$ cat src/rtl/psum_accumulator.sv
// psum_accumulator
//   Accumulates cfg_len consecutive signed psums into one saturating
//   dot-product result. The result is handed downstream over valid/ready.
//   Ports:
//     clk, rst              clock and synchronous active-high reset
//     start, cfg_len        begin an accumulation of cfg_len beats (IDLE only)
//     psum_in, in_valid     incoming signed partial sum stream
//     in_ready              beats are accepted (high only while accumulating)
//     out_data, out_sat     result and sticky saturation flag
//     out_valid, out_ready  result handshake
//     busy                  an accumulation or result hand-off is in progress
module psum_accumulator #(
  parameter int unsigned PSUM_W = 16,
  parameter int unsigned ACC_W  = 32,
  parameter int unsigned LEN_W  = 8
) (
  input  logic              clk,
  input  logic              rst,
  input  logic              start,
  input  logic [LEN_W-1:0]  cfg_len,
  input  logic [PSUM_W-1:0] psum_in,
  input  logic              in_valid,
  output logic              in_ready,
  output logic [ACC_W-1:0]  out_data,
  output logic              out_sat,
  output logic              out_valid,
  input  logic              out_ready,
  output logic              busy
);

  localparam int unsigned SUM_W = ACC_W + 1;
  localparam int unsigned EXT_W = SUM_W - PSUM_W;
  localparam logic [ACC_W-1:0] ACC_MAX = {1'b0, {(ACC_W-1){1'b1}}};
  localparam logic [ACC_W-1:0] ACC_MIN = {1'b1, {(ACC_W-1){1'b0}}};

  typedef enum logic [1:0] {
    S_IDLE  = 2'd0,
    S_ACCUM = 2'd1,
    S_HOLD  = 2'd2
  } state_t;

  state_t            state_q, state_d;
  logic [ACC_W-1:0]  acc_q, acc_d;
  logic [LEN_W-1:0]  cnt_q, cnt_d;
  logic [LEN_W-1:0]  len_q, len_d;
  logic              sat_q, sat_d;
  logic [ACC_W-1:0]  out_data_q, out_data_d;
  logic              out_sat_q, out_sat_d;
  logic              out_valid_q, out_valid_d;
  logic              in_ready_q, in_ready_d;
  logic              busy_q, busy_d;

  logic              beat;
  logic              last_beat;
  logic [SUM_W-1:0]  sum;
  logic              sat_hit;
  logic [ACC_W-1:0]  acc_next;

  // Beat qualification against the latched length
  assign beat      = in_valid && in_ready_q;
  assign last_beat = (cnt_q == LEN_W'(len_q - LEN_W'(1)));

  // One guard bit above the accumulator: overflow shows as the top two bits differing
  assign sum      = {acc_q[ACC_W-1], acc_q} + {{EXT_W{psum_in[PSUM_W-1]}}, psum_in};
  assign sat_hit  = (sum[SUM_W-1] != sum[SUM_W-2]);
  assign acc_next = sat_hit ? (sum[SUM_W-1] ? ACC_MIN : ACC_MAX) : sum[ACC_W-1:0];

  // State register and all datapath/output flops
  always_ff @(posedge clk) begin
    if (rst) begin
      state_q     <= S_IDLE;
      acc_q       <= '0;
      cnt_q       <= '0;
      len_q       <= '0;
      sat_q       <= 1'b0;
      out_data_q  <= '0;
      out_sat_q   <= 1'b0;
      out_valid_q <= 1'b0;
      in_ready_q  <= 1'b0;
      busy_q      <= 1'b0;
    end else begin
      state_q     <= state_d;
      acc_q       <= acc_d;
      cnt_q       <= cnt_d;
      len_q       <= len_d;
      sat_q       <= sat_d;
      out_data_q  <= out_data_d;
      out_sat_q   <= out_sat_d;
      out_valid_q <= out_valid_d;
      in_ready_q  <= in_ready_d;
      busy_q      <= busy_d;
    end
  end

  // Next-state logic
  always_comb begin
    state_d = state_q;
    case (state_q)
      S_IDLE:  if (start && (cfg_len != '0)) state_d = S_ACCUM;
      S_ACCUM: if (beat && last_beat)        state_d = S_HOLD;
      S_HOLD:  if (out_valid_q && out_ready) state_d = S_IDLE;
      default:                               state_d = S_IDLE;
    endcase
  end

  // Datapath and registered-output next values
  always_comb begin
    acc_d       = acc_q;
    cnt_d       = cnt_q;
    len_d       = len_q;
    sat_d       = sat_q;
    out_data_d  = out_data_q;
    out_sat_d   = out_sat_q;
    out_valid_d = out_valid_q;

    case (state_q)
      S_IDLE: begin
        if (state_d == S_ACCUM) begin
          len_d = cfg_len;
          acc_d = '0;
          cnt_d = '0;
          sat_d = 1'b0;
        end
      end
      S_ACCUM: begin
        if (beat) begin
          acc_d = acc_next;
          sat_d = sat_q | sat_hit;
          cnt_d = LEN_W'(cnt_q + LEN_W'(1));
          if (last_beat) begin
            out_data_d  = acc_next;
            out_sat_d   = sat_q | sat_hit;
            out_valid_d = 1'b1;
          end
        end
      end
      S_HOLD: begin
        if (out_valid_q && out_ready) out_valid_d = 1'b0;
      end
      default: begin
        out_valid_d = 1'b0;
      end
    endcase

    // Status flags follow the state being entered so they line up with it
    in_ready_d = (state_d == S_ACCUM);
    busy_d     = (state_d != S_IDLE);
  end

  assign in_ready  = in_ready_q;
  assign out_data  = out_data_q;
  assign out_sat   = out_sat_q;
  assign out_valid = out_valid_q;
  assign busy      = busy_q;

endmodule

$ cat config.mk
export PLATFORM = sky130hd
export DESIGN_NAME = psum_accumulator
export DESIGN_NICKNAME = d
export VERILOG_FILES = /design/src/rtl/psum_accumulator.sv
export SDC_FILE = /design/constraint.sdc
export NUM_CORES = 1
export LEC_CHECK = 0
export CORE_MARGIN = 4
export CORE_UTILIZATION = 30
export DETAILED_ROUTE_END_ITERATION = 8
export GPL_TIMING_DRIVEN = 1
export PLACE_DENSITY = 0.48
export SYNTH_ARGS = -nofsm -noshare
export SYNTH_HDL_FRONTEND = slang
export SYNTH_SLANG_ARGS = --single-unit
$ cat constraint.sdc
create_clock -name clk -period 6.5 [get_ports clk]
set_input_delay 1.3 -clock clk [delete_from_list [all_inputs] [get_ports clk]]
set_output_delay 1.3 -clock clk [all_outputs]
set_load 0.005 [all_outputs]
======== Word level (Yosys, flattened, before mapping) ========
Cells that the tools add are included.
storage, ports and cells
  input bits .............................. 29
  latch bits .............................. 0
  flip-flop bits (word level) ............. 87
  word-level logic and storage cells ...... 55
  memories ................................ 0
  output and inout bits ................... 36
  memory bits (writable) .................. 0
  bits in read-only memories .............. 0
operators by class
  add/subtract/negate cells ............... 3
  shift operators ......................... 0
  div/mod/pow operators ................... 0
  reduce and logical (&&, ||, !) cells .... 12
  mux-type cells .......................... 19
  equality and inequality tests ........... 9
  bitwise logic cells ..................... 2
  magnitude comparators ................... 0
  $mul .................................... 0
operators by type and width
  operator                                                            count
  32-bit 2-to-1 mux                                                   4
  32-bit case mux with 2 select lines                                 1
  32-bit by 16-bit adder with 33-bit output                           1
  8-bit 2-to-1 mux                                                    2
  8-bit case mux with 2 select lines                                  1
  8-bit by 1-bit adder with 8-bit output, second input constant       1
  8-bit == test                                                       1
  2-bit inequality test, second input constant                        4
  8-bit nonzero test                                                  1
  8-bit by 1-bit subtractor with 8-bit output, second input constant  1
  2-bit 2-to-1 mux                                                    3
  2-bit case mux with 3 select lines                                  1
  3-bit AND reduction                                                 2
  1-bit 2-to-1 mux                                                    5
  2-bit by 1-bit == test with 1-bit output, second input constant     2
  1-bit logical AND                                                   4
  4-bit AND reduction                                                 1
  2-bit nonzero test                                                  2
  1-bit case mux with 3 select lines                                  1
  2-bit == test, second input constant                                1
  2-bit logical NOT                                                   1
  1-bit case mux with 2 select lines                                  1
  2-bit AND reduction                                                 1
  1-bit inequality test                                               1
  other kinds (2)                                                     2

======== Logic depth before layout (Yosys ltp) ========
  depth in word-level cells ............... 8
  depth in mapped cells ................... 13
  depth with buffers taken out ............ 10

======== Worst setup path after synthesis ========
OpenSTA, ideal clock, no wires.
  path type ............................... input -> register
  from .................................... in psum_in[0]
  to ...................................... reg acc_q[26]
  required time ........................... 6.409 ns
  setup time .............................. 0.091 ns
  cell stages on the path ................. 10
  slack ................................... 2.709 ns
  arrival ................................. 3.700 ns
  path through ............................ ha_1 > fa_1 > a21o_1 > a221oi_1 > a2111o_1 > a21oi_1 > o21ai_0 > a21oi_1 > a311o_1 > a311oi_1
on the way
  longest elaborated chain between the ends .. 5
ends and longest elaborated chain
  what                                                               line    text
  from (decl)                                                        21      input logic [PSUM_W-1:0] psum_in,
  32-bit by 16-bit adder with 33-bit output (*)                      64      assign sum = {acc_q[ACC_W-1], acc_q} + {{EXT_W{psum_in[PSUM_W-1]}}, psum_in};
  32-bit 2-to-1 mux / 1-bit inequality test (equally long branches)  66, 65
  32-bit 2-to-1 mux (*)                                              66      assign acc_next = sat_hit ? (sum[SUM_W-1] ? ACC_MIN : ACC_MAX) : sum[ACC_W-1:0];
  32-bit 2-to-1 mux (*)                                              126     if (beat) begin
  32-bit case mux with 2 select lines (*)                            116     case (state_q)
  to (signal assigned)                                               72      acc_q <= '0;
  to (signal assigned)                                               83      acc_q <= acc_d;
  to (decl)                                                          43      logic [ACC_W-1:0] acc_q, acc_d;
Every way passes the cells marked *; elsewhere a longest branch is shown, timed or not. The select of a mux whose other input is x is not followed.
A chain may end at the register's enable or synchronous reset.

======== Worst setup path in the final report ========
  from .................................... in psum_in[15]
  to ...................................... reg acc_q[16]
Same word-level chain as after synthesis.

==> out/results.tsv <==
metric	value	unit
rr_startpoint	acc_q[0]$_SDFFE_PP0P_	
worst_slew_pin_slew	1.14	ns
rrSetupSlack	2.68	ns
grt_util_all_layers	15.8	%
place_congestion	0.853	
async_flop_share	0	%
ys_ff_latch	87	
slowest_stage	clkdlybuf4s50_1	
power_switching	355	uW
synth_cells	677	
status	finished, final reports clean	
port_buffers	64	
synth_xor_area_share	6.46	%
synth_top_area_share	32.9	%
period_needed	5.32	ns
ctsResizeCount	0	
synthAdderAreaFrac	8.43	%
grt_max_degree	27	
synthSimpleGateAreaFrac	20.2	%
worstSetupStartpointType	input port	
finalInstanceArea	0.00646	mm2
hold_depth	2	
cts_tree	built	
drv_slew	0	
syn_nets	741	
clock_latency	0.35	ns
die_h	141	um
yosysTopAreaCell	dfxtp_1	
synth_seq_area_share	32.9	%
final.setup.tns	0	ns
hold_path_class	reg2reg	
drv_cap	0	
reg2reg_depth	10	
crit_arrival	5.58	ns
pwr-share-comb	13.8	%
post-route-period-util	81.9	%
crit_chain	clkdlybuf4s50_1 -> ha_1 -> nand4_1 -> or2_0 -> a211o_1 -> and3_1 -> a221oi_2 -> o21a_1 -> buf_4 -> nor2_1 -> o21ai_0	
multiInputGateArea	0.00335	mm2
power_density	209	mW/mm2
yosysWarningCount	0	
synth-edff-count	0	
hold_viol_final	0	
p_leak	2.49	nW
drive_gt1_share	4.77	%
grt_first_pass_wirelength	25.1	mm
antenna_left	0	
via_per_inst	5.17	
synth.distinct_cells	61	
pwr-share-clk	45.6	%
clockRootBuffer	clkbuf_16	
finalSetupViolCount	0	
synth_area	0.00529	mm2
skew	0.00975	ns
hold_end	out_data[13]$_SDFFE_PP0P_	
clock_path_buffers	2	
vias	4957	
overflow	0	
die_w	141	um
wire_per_inst	16.2	um
syn_area_per_cell	7.81	um2
ys.flop_type	dfxtp_1	
dpl_cell_area	0.00611	mm2
grt_pass1_vias	4781	
rows	48	
start_util	30.6	%
drc	0	
p_int	994	uW
area_delta_synth_final	22.3	%
synth_top_family_by_area	compound AO/OA/AOI/OAI gates	
required	6.76	ns
switching_share	26.3	%
cts_sinks	87	
first_pass_iters	4	
crit_type	in2reg	
crit_path_end_kind	flip-flop	
dp.final_hpwl	11.8	mm
first_iter_violations	301	
rsz0062_at_grt	no	
htreeDepth	3	
core	0.0173	mm2
dieArea	0.0198	mm2
synth_area_leaders	dfxtp_1 (33%), ha_1 (8.0%), nand2_1 (7.4%)	
cts_hold_buffers	0	
design.portCount	65	
synthMuxAreaShare	0.189	%
routed_wl	15.6	mm
fill_cells	1811	
cts_inserted_buffers	9	
antenna_cells	0	
seqCellArea	0.00174	mm2
post_cts_buffers	0	
clk_pin_slew_worst_paths	0.06	ns
antenna_found_initial	0	
ir_drop	117	uV
relSlewSlack	24.0	%
crit_fanout	17	
fmax	188	MHz
synth_compound_area_share	28.1	%
cpPeakStageDelay	0.85	ns
fin_nets	793	
worstHoldStart	out_data[13]$_SDFFE_PP0P_	
p_seq_share	40.6	%
rr_endpoint	acc_q[20]$_SDFFE_PP0P_	
-- power by group through the flow --
stage	Combinational [mW]	Sequential, mW	Clock (mW)
4_1_cts	0.187	0.547	0.636
6_report	0.186	0.547	0.615
3_5_place_dp	0.185	0.560	0
2_1_floorplan	0.126	0.558	0
3_3_place_gp	0.185	0.560	0
5_1_grt	0.206	0.548	0.667
-- registers in the layout, summed over array words and instances, names as in the netlist --
signal,cells
out_valid,1
len_q,8
sat_q,1
out_sat,1
cnt_q,8
busy,1
acc_q,32
out_data,32
state_q,2
in_ready,1
-- worst max-delay path: cells and delay by family --
family          cells  cell delay (ns)
compound gates      4             1.72
buf+inv             2             1.13
simple gates        4             0.73
fa+ha+maj           1             0.69
-- through the flow --
stage	std cells	utilization (%)	setup slack (ns)	hold WS, ns	power, mW
floorplan	677	-	2.71	0.426	0.684
global placement	943	35.4	0.953	0.437	0.745
detailed placement	943	35.4	0.865	0.443	0.745
CTS	959	37.4	1.22	0.452	1.37
global route	959	37.4	0.919	0.466	1.42
finish	959	37.4	1.18	0.446	1.35
-- worst max-delay path by stage --
stage                                   to  slack, ns   startpoint
global placement    acc_q[16]$_SDFFE_PP0P_       0.95  psum_in[15]
finish              acc_q[16]$_SDFFE_PP0P_       1.18  psum_in[15]
detailed placement  acc_q[20]$_SDFFE_PP0P_       0.86  psum_in[15]
floorplan           acc_q[26]$_SDFFE_PP0P_       2.71   psum_in[0]
CTS                 acc_q[20]$_SDFFE_PP0P_       1.22  psum_in[15]
global route         acc_q[2]$_SDFFE_PP0P_       0.92  psum_in[15]
-- cells in the final DEF (no fill, tap or decap), types with 4 or more instances in the layout --
master           netlist  layout
ha_1                  34      34
a21oi_1               52      52
nand3_1               12      12
nor4_1                 4       4
a211oi_1              10      10
clkbuf_16              0       9
o211ai_1               7       7
o21ai_0               75      74
clkdlybuf4s50_1        0      64
nand2_1              104     104
dfxtp_1               87      87
and2_1                 7       7
a21o_1                13      13
xor2_1                16      16
inv_1                 12      12
nor3_1                10      10
nor2_1                61      60
or3_1                  6       6
a221oi_1               6       6
o21a_1                 8       8
nand4_1                9       9
a22o_1                 7       7
and3_1                 8       8
o21ai_1               14      14
xnor2_1               23      23
buf_4                  1       7
a31oi_1               13      13
-- cells by family after synthesis --
group / after synthesis
xor+xnor: 39
compound gates: 236
simple gates: 237
flops: 87
buf+inv: 42
mux: 1
fa+ha+maj: 35
-- per-layer routing --
layer,track usage [%],part of all wire [%]
met4,5.00,1.6
met3,3.15,3.9
met2,25.0,45
met5,0,0
met1,21.7,49
-- final cells by class --
cell class	instances	area share [%]
Inverter	12	0.697
Timing Repair Buffer	71	10.7
Tap cell	225	4.35
Clock inverter	7	1.94
Clock buffer	9	3.48
Sequential cell	87	26.9
Multi-Input combinational cell	548	51.9
-- Yosys cell counts (9+ instances only) --
cell type	number
a211oi_1	10
a21o_1	13
a21oi_1	52
a31oi_1	13
buf_2	10
clkbuf_1	15
dfxtp_1	87
ha_1	34
inv_1	12
nand2_1	104
nand3_1	12
nand4_1	9
nor2_1	61
nor3_1	10
o21ai_0	75
o21ai_1	14
xnor2_1	23
xor2_1	16
(Power assumes the default switching activity.)
